===== config.mk =====
export PLATFORM = sky130hd
export DESIGN_NAME = count_snapshot_fifo
export DESIGN_NICKNAME = d
export VERILOG_FILES = /design/src/rtl/count_snapshot_fifo.sv
export SDC_FILE = /design/constraint.sdc
export NUM_CORES = 1
export LEC_CHECK = 0
export ABC_CLOCK_PERIOD_IN_PS = 3000
export BUFFER_PORTS_ARGS = -buffer_cell sky130_fd_sc_hd__buf_2
export CORE_MARGIN = 2
export CORE_UTILIZATION = 56
export CTS_CLUSTER_SIZE = 24
export DETAILED_ROUTE_END_ITERATION = 8
export PLACE_DENSITY = 0.84
export SLEW_MARGIN = 20
export SYNTH_ARGS = -nofsm -noshare
export SYNTH_HDL_FRONTEND = slang
export SYNTH_SLANG_ARGS = --single-unit

===== constraint.sdc =====
create_clock -name clk -period 3 [get_ports clk]
set_clock_uncertainty 0.2 [all_clocks]
set_input_delay 0.15 -clock clk [delete_from_list [all_inputs] [get_ports clk]]
set_output_delay 0.15 -clock clk [all_outputs]
set_load 0.03 [all_outputs]

===== src/rtl/count_snapshot_fifo.sv =====
// count_snapshot_fifo
//
// Captures snapshots of an upstream free-running counter into a small
// first-word-fall-through FIFO. Each stored entry carries the captured
// count and a flag that says whether the counter wrapped (all-ones -> 0)
// at least once since the previous accepted capture.
//
// Parameters:
//   DEPTH  number of snapshot entries (power of two, 2..16)
//   CW     counter width (2..16)
//
// Ports:
//   clk        clock, rising-edge active
//   rst        asynchronous active-high reset
//   count_in   free-running count from the upstream counter
//   trig       capture request, sampled each rising edge
//   ovf_clr    clears the sticky overflow flag
//   out_ready  consumer ready; a pop happens when out_valid && out_ready
//   out_valid  head entry is valid (== !empty)
//   out_data   captured count of the head entry (0 when empty)
//   out_wrap   wrap flag of the head entry (0 when empty)
//   level      number of stored entries
//   full       level == DEPTH
//   empty      level == 0
//   overflow   sticky flag, set when a trigger is dropped on a full FIFO
module count_snapshot_fifo #(
  parameter int DEPTH = 4,
  parameter int CW    = 8
) (
  input  logic                     clk,
  input  logic                     rst,
  input  logic [CW-1:0]            count_in,
  input  logic                     trig,
  input  logic                     ovf_clr,
  input  logic                     out_ready,
  output logic                     out_valid,
  output logic [CW-1:0]            out_data,
  output logic                     out_wrap,
  output logic [$clog2(DEPTH):0]   level,
  output logic                     full,
  output logic                     empty,
  output logic                     overflow
);

  localparam int AW = $clog2(DEPTH);
  localparam int LW = AW + 1;
  localparam logic [LW-1:0] DEPTH_L = LW'(DEPTH);

  logic [CW-1:0]    data_mem [DEPTH];
  logic [DEPTH-1:0] wrap_mem;

  logic [AW-1:0]    wr_ptr;
  logic [AW-1:0]    rd_ptr;
  logic [CW-1:0]    prev_count;
  logic             wrap_seen;

  logic             wrap_now;
  logic             pop;
  logic             push_ok;
  logic             drop;

  // Status flags are pure decodes of level so they can never disagree.
  assign empty     = (level == '0);
  assign full      = (level == DEPTH_L);
  assign out_valid = !empty;

  // The head is gated by out_valid so that an empty FIFO (including the
  // reset state) always presents zeros, never stale pre-reset entries.
  assign out_data  = out_valid ? data_mem[rd_ptr] : '0;
  assign out_wrap  = out_valid ? wrap_mem[rd_ptr] : 1'b0;

  assign wrap_now  = (prev_count == {CW{1'b1}}) && (count_in == '0);

  // A full FIFO still accepts a push when the head leaves on the same edge.
  assign pop       = out_valid && out_ready;
  assign push_ok   = !rst && trig && (!full || pop);
  assign drop      = !rst && trig && full && !pop;

  // Storage array is not reset: the pointers and level decide what is
  // visible, and out_* are masked while empty.
  always_ff @(posedge clk) begin
    if (push_ok) begin
      data_mem[wr_ptr] <= count_in;
      wrap_mem[wr_ptr] <= wrap_seen | wrap_now;
    end
  end

  // Control state: pointers, occupancy, wrap tracking and overflow.
  always_ff @(posedge clk or posedge rst) begin
    if (rst) begin
      wr_ptr     <= '0;
      rd_ptr     <= '0;
      level      <= '0;
      overflow   <= 1'b0;
      wrap_seen  <= 1'b0;
      prev_count <= '0;
    end else begin
      prev_count <= count_in;

      if (push_ok) begin
        wr_ptr <= wr_ptr + AW'(1);
      end
      if (pop) begin
        rd_ptr <= rd_ptr + AW'(1);
      end

      case ({push_ok, pop})
        2'b10:   level <= level + LW'(1);
        2'b01:   level <= level - LW'(1);
        default: level <= level;
      endcase

      // A wrap seen on the capture edge itself is folded into the stored
      // entry, so the tracker restarts from zero after every accepted push.
      if (push_ok) begin
        wrap_seen <= 1'b0;
      end else begin
        wrap_seen <= wrap_seen | wrap_now;
      end

      // Setting wins over clearing so a drop is never lost.
      if (drop) begin
        overflow <= 1'b1;
      end else if (ovf_clr) begin
        overflow <= 1'b0;
      end
    end
  end

  // A stalled head must not change until it is consumed. The !out_valid
  // escape covers an asynchronous reset pulse landing between two edges.
  a_head_stable : assert property (
    @(posedge clk) disable iff (rst)
      (out_valid && !out_ready) |=>
        (!out_valid || ((out_data == $past(out_data)) && (out_wrap == $past(out_wrap))))
  );

  a_level_bound : assert property (
    @(posedge clk) disable iff (rst) (level <= DEPTH_L)
  );

endmodule


# After elaboration in Yosys (flattened, before gate mapping)
# Memory sizes are Yosys's and may differ from the RTL's.
# Cells that the tools add are included.
[word_totals]
latchBits = 0
out_inout_bits = 16
mem_count = 1
elab_cells = 49
romBits = 0
reg_bits = 21
ramBits = 32
[mem_list]
columns = ["memory", "depth", "width", "rd", "rd_ports_with_merged_regs", "wr", "line_no", "text"]
rows = [
  ["data_mem", 4, 8, 1, 0, 1, "49", "logic [CW-1:0] data_mem [DEPTH];"],
]
[op_classes]
div = 0
n_shift = 0
n_addsub = 4
eq_ne = 4
muxes = 13
n_mul = 0
order_cmp = 3
n_bitwise = 1
reduce_logical = 16
[op_table]
columns = ["operator", "count"]
rows = [
  ["$eq 8x8->1 const B", 1],
  ["$logic_not 8->1", 1],
  ["$mux 1", 8],
  ["$mux 8", 1],
  ["$logic_and 1x1->1", 7],
  ["$lt 2x3->1 const B", 2],
  ["$pmux 3 s2", 1],
  ["$add 2x1->2 const B", 2],
  ["$bwmux 4", 1],
  ["$logic_not 1->1", 4],
  ["$reduce_bool 2->1", 2],
  ["$add 3x1->3 const B", 1],
  ["$eq 3x3->1 const B", 1],
  ["$logic_not 3->1", 1],
  ["$sub 3x1->3 const B", 1],
  ["$bmux 1 s2", 1],
  ["$demux 1 s2", 1],
  ["$eq 2x1->1 const B", 1],
  ["$eq 2x2->1 const B", 1],
  ["$ge 2x1->1 const B", 1],
  ["$logic_or 1x1->1", 1],
  ["$or 1x1->1", 1],
]

# Logic depth before layout (Yosys ltp)
[depth]
ltp_word = 7
mapped_depth = 7
ltp_nobuf = 6

# Worst setup path after synthesis
# Ideal clock, no wire load.
[synth_path]
path_kind = "reg2reg"
from = "register level[1]"
to = "register level[2]"
n_path_buf = 1
required_time_ns = 2.664
period_less_slack_ns = 2.493
path_slack_ns = 0.507
stages_incl_launch_ff = 8
t_arrival_ns = 2.156
cell_sequence = "dfrtp_1 > or3_1 > buf_2 > nand3_1 > fa_1 > or3_1 > a32oi_1 > o21ai_1"
[synth_between]
elab_chain_len = 7
[synth_lines]
columns = ["element", "line_no", "text"]
rows = [
  ["from (decl)", "39", "output logic [$clog2(DEPTH):0] level,"],
  ["from (signal assigned)", "108", "2'b10: level <= level + LW'(1);"],
  ["from (signal assigned)", "109", "2'b01: level <= level - LW'(1);"],
  ["from (signal assigned)", "110", "default: level <= level;"],
  ["$logic_not 3->1 *", "63", "assign empty = (level == '0);"],
  ["$logic_not 1->1 *", "65", "assign out_valid = !empty;"],
  ["named net out_valid", "36", "output logic out_valid,"],
  ["$logic_and 1x1->1 *", "75", "assign pop = out_valid && out_ready;"],
  ["$logic_or 1x1->1", "76", "assign push_ok = !rst && trig && (!full || pop);"],
  ["$logic_and 1x1->1", "76", ""],
  ["$eq 2x1->1 / $eq 2x2->1 (equally long branches)", "107", "case ({push_ok, pop})"],
  ["$pmux 3 s2 / $reduce_bool 2->1 (equally long branches)", "n/a", ""],
]
# Mark *: on every way through the listed nets, which the timed path passes. The rest lies on a longest branch.
# A chain may end at the register's enable or synchronous reset.

# Final worst setup path
[layout_path]
from = "input port rst"
to = "register level[2]"
[layout_between]
elab_chain_len = 5
[layout_lines]
columns = ["element", "line_no", "text"]
rows = [
  ["from (decl)", "31", "input logic rst,"],
  ["$logic_not 1->1 (no source line) *", "n/a", ""],
  ["$logic_and 1x1->1 * (2 in series)", "76", ""],
  ["$eq 2x1->1 / $eq 2x2->1 (equally long branches)", "107", ""],
  ["$pmux 3 s2 / $reduce_bool 2->1 (equally long branches)", "n/a", ""],
]
# Every way passes the cells marked *; elsewhere a longest branch is shown, timed or not.

==> summary.md <==
| Metric | Value |
|---|---|
| Crit path arrival time | 2.43 ns |
| Worst Path Required | 2.99 ns |
| Initial antenna violation count | 0 |
| Die area | 4410 sq um |
| Hold buffer count at cts | 12 |
| Cells after Synth | 131 |
| TritonCTS Buffers | 5 |
| Synth Area per Inst | 16.6 sq um |
| Area after DPL | 2350 sq um |
| Via count | 1223 |
| Total clock sinks | 53 |
| YS warnings | 0 |
| Worst R2R Path Depth | 6 |
| Post-route cell area | 2590 sq um |
| Routed WL | 3.88 mm |
| Largest cells by area after synthesis | edfxtp_1 50%, dfrtp_1 20%, mux4_2 8.3% |
| Final GP Congestion | 0.774 |
| Final HPWL DP | 2.59 mm |
| Largest net degree at the start of global routing | 18 |
| Async S/R FF share, synth | 0.321 |
| Hold Crit Class | in2async |
| Final hold viol count | 0 |
| First-pass GRT wire length | 6.35 mm |
| Setup Buffers After CTS | 0 |
| WL per Instance | 17.5 um |
| Num ports | 29 |
| Antenna diodes | 0 |
| CP Capture Type | flop |
| CTS tree | yes |
| Clock Path Buffers | 2 |
| CTS H-tree depth | 2 |
| Core area | 3690 sq um |
| Nets | 191 |
| Drt first pass iters | 4 |
| Fill cell count | 260 |
| Layout cells sized above 1 | 0.276 |
| Static leakage power | 0.00100 uW |
| Multi-input logic area | 606 sq um |
| Mapped Area | 2180 sq um |
| Placed cells | 202 |
| RSZ-0062 raised after global routing | no |
| Number of max-cap violations | 0 |
| Buffers added on ports | 28 |
| Status | complete, no violations |
| Final setup viols | 0 |
| Reg2reg start | level[2] |
| CP startpoint kind | primary input |
| PD cells | 934 nW/um^2 |
| GRT Util Overall | 0.205 |
| Area grow syn2layout | 18.7% |
| Relative slew slack | 0.541 |
| Grt ovf | 0 |
| Number of library cell types mapped by synthesis | 31 |
| Starting Density | 0.591 |
| Initial DRC count | 42 |
| DRC Markers | 0 |
| Hold slack | 0.289 ns |
| Synthesized net count | 149 |
| Crit share post-route | 0.814 |
| Root buffer cell | clkbuf_8 |
| Peak VDD IR | 0.000469 V |
| Setup TNS | 0 ns |
| Main synth FF type | edfxtp_1 |
| Max Clk Rate | 410 MHz |
| Worst Tran Pin Value | 0.688 ns |
| Worst-Skew Late Latency | 0.30 ns |
| CTS clock-pin slew for the worst setup and hold paths | 0.09 ns |
| Worst setup margin | 0.559 ns |
| Vias in the first global route | 1312 |
| Post-synth EDFFs | 36 |
| Commonest cells post-synth | 36 x edfxtp_1, 17 x dfrtp_1, 13 x and2_1 |
| Slew Viols, Final | 0 |
| #FFs+latches synth | 53 |
| Largest fanout on the critical path | 11 |
| R2R Setup Slk | 0.56 ns |
| Yosys top cell by area | edfxtp_1 |
| Post-cts resize count | 0 |
| Count leader, synth | edfxtp_1 |
| Share of the synthesized area in the top cell type | 0.496 |
| Final ANT Viol Nets | 0 |
| Register area | 1510 sq um |
| Dpl ws | 0.560 ns |
| Cell Count, Final, Fillers Out | 222 |
| Drt via density | 5.51 |
| Rows | 22 |
| Crit Path Class | in2reg |
| FF-to-FF End | level[2] |
| Die height | 66.4 um |
| Post-layout min period | 2.44 ns |
| Register area share after synthesis | 0.691 |
| DIE WIDTH | 66.4 um |
-- cell type report --
| cell class | count | share of cell area |
|---|---|---|
| Timing Repair Buffer | 40 | 0.101 |
| Sequential cell | 53 | 0.582 |
| Multi-Input combinational cell | 64 | 0.234 |
| Inverter | 9 | 0.0131 |
| Tap cell | 48 | 0.0232 |
| Clock inverter | 2 | 0.0145 |
| Clock buffer | 6 | 0.0319 |
-- cells by family (layout without fill, tap and decap cells) --
logic type	count (synthesis)	in the layout	share of synthesized area
flip-flops	53	53	0.691
AND/OR/NAND/NOR	33	33	0.0827
buffers and inverters	14	57	0.0310
AO/OA/AOI/OAI	11	11	0.0413
multiplexers	10	10	0.102
adder cells (fa/ha/maj)	5	5	0.0321
XOR/XNOR	5	5	0.0201
-- registers in the layout (all words and copies together) (netlist names) --
register    cells
level           3
data_mem       32
wrap_seen       1
rd_ptr          2
overflow        1
wrap_mem        4
wr_ptr          2
prev_count      8
-- power by group --
group,internal [uW],total (uW),switching [uW]
clock network,271,497,226
logic,367,901,533
registers,893,1020,126
total,1530,2420,885
-- layout by cell type (no fill, tap or decap), types with 3 or more instances in the layout --
cell	n
and2_1	13
mux4_2	8
buf_2	28
dlygate4sd3_1	12
dfrtp_1	17
inv_1	8
xnor2_1	5
edfxtp_1	36
clkbuf_8	6
nand2_1	5
ha_1	4
nand3_1	3
nor2_1	4
-- stage by stage --
| step | power [uW] | util |
|---|---|---|
| 6_report | 2420 | 0.701 |
| 5_1_grt | 2550 | 0.701 |
| 4_1_cts | 2430 | 0.701 |
| 3_5_place_dp | 1930 | 0.636 |
| 3_3_place_gp | 1880 | 0.636 |
| 2_1_floorplan | 1700 | - |
-- critical path: stages --
cell	delay, ns
dlygate4sd3_1	0.52
buf_2	0.10
nand2b_1	0.39
nand3_1	0.17
fa_1	0.43
or3_1	0.40
a32oi_1	0.20
o21ai_1	0.08
-- worst max path at each step --
stage	from	end	slack, ns
after global routing	level[2]	level[2]	0.41
final	rst	level[2]	0.56
after floorplan	level[1]	level[2]	0.51
after global placement	level[2]	level[2]	0.70
after CTS	rd_ptr[0]	out_wrap	0.53
after detailed placement	level[2]	level[2]	0.56
-- metal layers --
layer  track usage  wire length (um)
met3        0.0358               140
met1         0.264              1620
met2         0.345              2080
met5             0                 0
met4        0.0842                33
No activity file was read; power rests on OpenSTA's default activity.
